**config.mk**
```make
export PLATFORM = sky130hd
export DESIGN_NAME = dcache_miss_ctrl
export DESIGN_NICKNAME = d
export VERILOG_FILES = /design/src/rtl/dcache_miss_ctrl.sv
export SDC_FILE = /design/constraint.sdc
export NUM_CORES = 1
export LEC_CHECK = 0
export BUFFER_PORTS_ARGS = -buffer_cell sky130_fd_sc_hd__buf_2
export CAP_MARGIN = 25
export CELL_PAD_IN_SITES_DETAIL_PLACEMENT = 1
export CELL_PAD_IN_SITES_GLOBAL_PLACEMENT = 1
export CORE_AREA = 2 2 223 225
export DETAILED_ROUTE_END_ITERATION = 6
export DIE_AREA = 0 0 225 227
export PLACE_DENSITY = 0.5
export SYNTH_ARGS = -nofsm -noshare
export SYNTH_HDL_FRONTEND = slang
export SYNTH_SLANG_ARGS = --single-unit
```
**constraint.sdc**
```tcl
create_clock -name clk -period 1.6 [get_ports clk]
set_input_delay 0.24 -clock clk [delete_from_list [all_inputs] [get_ports clk]]
set_output_delay 0.24 -clock clk [all_outputs]
set_load 0.02 [all_outputs]
```
**src/rtl/dcache_miss_ctrl.sv**
```systemverilog
// D-cache miss sequencer: optional dirty-victim write-back, then line refill, over AXI4.
// Ports: clk/reset_n; miss_req/miss_addr/victim_* from MEM stage; wb_idx/wb_data victim read;
//        fill_we/fill_idx/fill_data refill write; done/stall/err status; m_axi_* AXI4 master.
module dcache_miss_ctrl #(
    parameter int ADDR_W = 64,
    parameter int DATA_W = 64,
    parameter int BEATS  = 8
) (
    input  logic                  clk,
    input  logic                  reset_n,
    input  logic                  miss_req,
    input  logic [ADDR_W-1:0]     miss_addr,
    input  logic                  victim_dirty,
    input  logic [ADDR_W-1:0]     victim_addr,
    output logic [$clog2(BEATS)-1:0] wb_idx,
    input  logic [DATA_W-1:0]     wb_data,
    output logic                  fill_we,
    output logic [$clog2(BEATS)-1:0] fill_idx,
    output logic [DATA_W-1:0]     fill_data,
    output logic                  done,
    output logic                  stall,
    output logic                  err,
    output logic [ADDR_W-1:0]     m_axi_awaddr,
    output logic [7:0]            m_axi_awlen,
    output logic [2:0]            m_axi_awsize,
    output logic [1:0]            m_axi_awburst,
    output logic                  m_axi_awvalid,
    input  logic                  m_axi_awready,
    output logic [DATA_W-1:0]     m_axi_wdata,
    output logic [DATA_W/8-1:0]   m_axi_wstrb,
    output logic                  m_axi_wlast,
    output logic                  m_axi_wvalid,
    input  logic                  m_axi_wready,
    input  logic [1:0]            m_axi_bresp,
    input  logic                  m_axi_bvalid,
    output logic                  m_axi_bready,
    output logic [ADDR_W-1:0]     m_axi_araddr,
    output logic [7:0]            m_axi_arlen,
    output logic [2:0]            m_axi_arsize,
    output logic [1:0]            m_axi_arburst,
    output logic                  m_axi_arvalid,
    input  logic                  m_axi_arready,
    input  logic [DATA_W-1:0]     m_axi_rdata,
    input  logic [1:0]            m_axi_rresp,
    input  logic                  m_axi_rlast,
    input  logic                  m_axi_rvalid,
    output logic                  m_axi_rready
);
    localparam int CW  = $clog2(BEATS);
    localparam int OFF = $clog2(BEATS * DATA_W / 8);
    localparam logic [CW-1:0] LAST = CW'(BEATS - 1);

    typedef enum logic [2:0] {
        IDLE, WB_AW, WB_W, WB_B, RD_AR, RD_R, DN
    } state_t;

    state_t                state_q;
    logic [CW-1:0]         cnt_q;
    logic [ADDR_W-OFF-1:0] mline_q;
    logic [ADDR_W-OFF-1:0] vline_q;
    logic                  awvalid_q;
    logic                  wvalid_q;
    logic                  bready_q;
    logic                  arvalid_q;
    logic                  rready_q;
    logic                  done_q;
    logic                  err_q;

    // Byte offset within the line is irrelevant: whole lines move.
    logic unused_offs;
    assign unused_offs = ^{miss_addr[OFF-1:0], victim_addr[OFF-1:0]};

    always_ff @(posedge clk) begin
        if (!reset_n) begin
            state_q   <= IDLE;
            cnt_q     <= '0;
            mline_q   <= '0;
            vline_q   <= '0;
            awvalid_q <= 1'b0;
            wvalid_q  <= 1'b0;
            bready_q  <= 1'b0;
            arvalid_q <= 1'b0;
            rready_q  <= 1'b0;
            done_q    <= 1'b0;
            err_q     <= 1'b0;
        end else begin
            done_q <= 1'b0;
            unique case (state_q)
                IDLE: begin
                    if (miss_req) begin
                        mline_q <= miss_addr[ADDR_W-1:OFF];
                        vline_q <= victim_addr[ADDR_W-1:OFF];
                        cnt_q   <= '0;
                        if (victim_dirty) begin
                            awvalid_q <= 1'b1;
                            state_q   <= WB_AW;
                        end else begin
                            arvalid_q <= 1'b1;
                            state_q   <= RD_AR;
                        end
                    end
                end
                WB_AW: begin
                    if (m_axi_awready) begin
                        awvalid_q <= 1'b0;
                        wvalid_q  <= 1'b1;
                        state_q   <= WB_W;
                    end
                end
                WB_W: begin
                    if (m_axi_wready) begin
                        // Wraps to 0 on the last beat, ready for the refill.
                        cnt_q <= cnt_q + 1'b1;
                        if (cnt_q == LAST) begin
                            wvalid_q <= 1'b0;
                            bready_q <= 1'b1;
                            state_q  <= WB_B;
                        end
                    end
                end
                WB_B: begin
                    if (m_axi_bvalid) begin
                        if (m_axi_bresp != 2'b00) err_q <= 1'b1;
                        bready_q  <= 1'b0;
                        arvalid_q <= 1'b1;
                        state_q   <= RD_AR;
                    end
                end
                RD_AR: begin
                    if (m_axi_arready) begin
                        arvalid_q <= 1'b0;
                        rready_q  <= 1'b1;
                        state_q   <= RD_R;
                    end
                end
                RD_R: begin
                    if (m_axi_rvalid) begin
                        cnt_q <= cnt_q + 1'b1;
                        if ((m_axi_rresp != 2'b00) ||
                            (m_axi_rlast != (cnt_q == LAST)))
                            err_q <= 1'b1;
                        // Termination counts beats; RLAST is only checked.
                        if (cnt_q == LAST) begin
                            rready_q <= 1'b0;
                            done_q   <= 1'b1;
                            state_q  <= DN;
                        end
                    end
                end
                DN: state_q <= IDLE;
                default: state_q <= IDLE;
            endcase
        end
    end

    assign wb_idx    = cnt_q;
    assign fill_we   = rready_q & m_axi_rvalid;
    assign fill_idx  = cnt_q;
    assign fill_data = m_axi_rdata;
    assign done      = done_q;
    assign stall     = miss_req & ~done_q;
    assign err       = err_q;

    assign m_axi_awaddr  = {vline_q, {OFF{1'b0}}};
    assign m_axi_awlen   = 8'(BEATS - 1);
    assign m_axi_awsize  = 3'd3;
    assign m_axi_awburst = 2'b01;
    assign m_axi_awvalid = awvalid_q;
    assign m_axi_wdata   = wb_data;
    assign m_axi_wstrb   = '1;
    assign m_axi_wlast   = wvalid_q & (cnt_q == LAST);
    assign m_axi_wvalid  = wvalid_q;
    assign m_axi_bready  = bready_q;
    assign m_axi_araddr  = {mline_q, {OFF{1'b0}}};
    assign m_axi_arlen   = 8'(BEATS - 1);
    assign m_axi_arsize  = 3'd3;
    assign m_axi_arburst = 2'b01;
    assign m_axi_arvalid = arvalid_q;
    assign m_axi_rready  = rready_q;

endmodule

```
==> metrics.cfg <==
[clock_network]
cts-root-buf=clkbuf_16
htreeDepth=4
clockBufferDepth=2
cts_tree=built
clk_latency_ns=0.47
clk_pin_slew_ns=0.06
cts_made_buffers=17
cts_sinks=129

[final_layout]
postLayoutCellArea_um2=8961
drive_gt1_frac=0.3327
layout_common_cells=buf_2 (260), nand2_1 (238), dfxtp_1 (126), a21oi_1 (122), dlygate4sd3_1 (109)
fin_nets=1305
layout_commonest_cell=buf_2
syn2layout_area_growth_pct=48.74
num-fill-cells=5828
regArea_um2=2586
multi_input_area_um2=2125
diodes=0

[placement]
gp_congestion=0.6851
portBuffers=261
placed_area_um2=7176
post-dp-hpwl_um=16300

[routing]
ant_nets=0
drc_errors=0
routed_wl_um=22750
wl_per_cell_um=13.64
num_vias=5753
drt_iter0_markers=130
vias_per_cell=3.449
drt_first_pass_iters=4

[setup_path]
crit_chain=ha_4, ha_4, buf_6, and2_4, buf_6
critical-path-slowest-cell=dfxtp_2
crit_buf_inv=2
crit_path_start_kind=register
crit_type=reg -> out
cp_top_family=flip-flops
rrSetupSlack_ns=0.09
path_max_fanout=2
crit_arrival_ns=1.51
end_kind=output pin
worstPathRequired_ns=1.36
critPathMaxStageDelay_ns=0.33

[synthesis]
yosysSeqAreaShare=0.4287
async_reset_ff_frac=0
yosys.cell_types.count=37
synth_edf_count=0
synth-main-ff-cell=dfxtp_1
synth_warnings=0
syn_area_um2=6025
ys_seq_elements=129
syn_avg_cell_area_um2=7.774
syn_inst=775

[global_route]
grt_pass1_wl_um=32630
antenna_found_initial=1
overflow=0
grt_max_degree=63
grt_pass1_vias=5898
grt_usage=0.08672

[pwr]
total_power_w=0.01106
cellLeakagePower_nw=4.042
max-vdd-ir-drop_mv=0.6950
powerDensity_nw_per_um2=1234

[floorplanning]
die_h_um=227
pin_count=576
start_util=0.1241
num_rows=81
core_region_area_um2=48550
die_x_um=225
die-area_um2=51080

[timing]
fmax_mhz=571.6
rsz0062_at_grt=yes
hold_violations=0
period_share=1.093
setup_viol=1
finClkSkew_ns=0.009577
worst_slack_ns=-0.1494
hold_ws_ns=0.06050
maxSlewViolCount=0
fin_crit_ns=1.749

[outcome]
outcome=complete, but fails checks
violations=setup timing

[job]
maxCapViolations=0

[worst_hold_path]
hold_class=in -> reg

cells in the mapped netlist, types with 2 or more instances:
cell type  count  area [um^2]
nand3_1        6        30.03
nand2_1      238        893.4
a21oi_1      122        610.6
and3_1         2        12.51
o21bai_1       2        15.01
nand3b_1       3        22.52
a22oi_1        2        15.01
o21ai_0        3        15.01
nor2b_1        2        12.51
clkbuf_1      30        112.6
inv_1          2        7.510
ha_1           2        25.02
conb_1         2        7.510
nand2b_1       4        25.02
and2_1         2        12.51
buf_2         13        65.06
dfxtp_1      129         2582
mux2i_1        3        30.03
buf_4        177         1329
nor2_1        14        52.55
per-stage QoR:
stage	utilization	std cells	setup slack (ns)	setup TNS, ns
3_3_place_gp	0.1478	1521	0.03559	0
6_report	0.1846	1668	-0.1494	-0.1494
5_1_grt	0.1846	1668	-0.2274	-0.2274
2_1_floorplan	-	819	0.1062	0
4_1_cts	0.1838	1665	-0.2180	-0.2180
3_5_place_dp	0.1478	1521	0.007214	0
where the power goes:
group	switching [W]	internal, W
registers	0.000225	0.00362
clock network	0.00168	0.00234
logic	0.00190	0.00129
total	0.00380	0.00725
what timing repair did:
action                     in CTS  in global routing
resized for setup              11                  3
setup endpoints to repair       3                 68
pin swaps                       2                  1
cloned                          0                  1
hold endpoints to repair      109                  0
buffers inserted                3                  2
hold buffers                  109                  0
state kept, by name, indices dropped and copies added (netlist names):
name and flops:
m_axi_wvalid 1, done 1, err 1, m_axi_arvalid 1, vline_q 58, m_axi_awvalid 1, mline_q 58, m_axi_bready 1
m_axi_rready 1, fill_idx 3, state_q 3
worst register-to-register path, cell delays in order, from the launching register on:
cell and delay [ns]:
dfxtp_2 0.33, ha_4 0.16, ha_4 0.16, buf_4 0.13, xor2_1 0.16, o311ai_2 0.24
buf_4 0.17, a21oi_1 0.05
path summary, 6_finish.rpt:
path	startpoint	to	cells past startpoint
hold reg to reg	vline_q[54]	vline_q[54]	2
setup / recovery	fill_idx[0]	m_axi_wlast	5
setup reg to reg	fill_idx[0]	err	7
hold / removal	victim_addr[37]	vline_q[31]	3
per-layer routing:
metal | global-route usage | wire length [um] | vias to the layer above
met5 | 0.003795 | 13 | -
met4 | 0.06772 | 1190 | 2
met3 | 0.04904 | 2390 | 72
met2 | 0.1355 | 10560 | 295
met1 | 0.08502 | 8603 | 2614
li1 | - | - | 2770
cells by family (layout without fill, tap and decap cells):
family | after synthesis | count (layout) | share of synthesized area
compound gates | 139 | 139 | 0.1219
xor+xnor | 1 | 1 | 0.001454
fa+ha+maj | 2 | 2 | 0.004153
buf+inv | 223 | 450 | 0.2519
flops | 129 | 129 | 0.4287
mux | 4 | 4 | 0.006854
other cells | 2 | 46 | 0.001247
simple gates | 275 | 275 | 0.1838
layout make-up:
cell class / count / share of cell area
timing repair buffer: 415 / 0.3199
multi-input combinational: 467 / 0.2371
inverter: 3 / 0.001536
sequential: 129 / 0.2886
clock inverter: 14 / 0.01703
clock buffer: 18 / 0.04901
tap: 622 / 0.08685
Note: power is estimated with default switching activity, not from simulation.
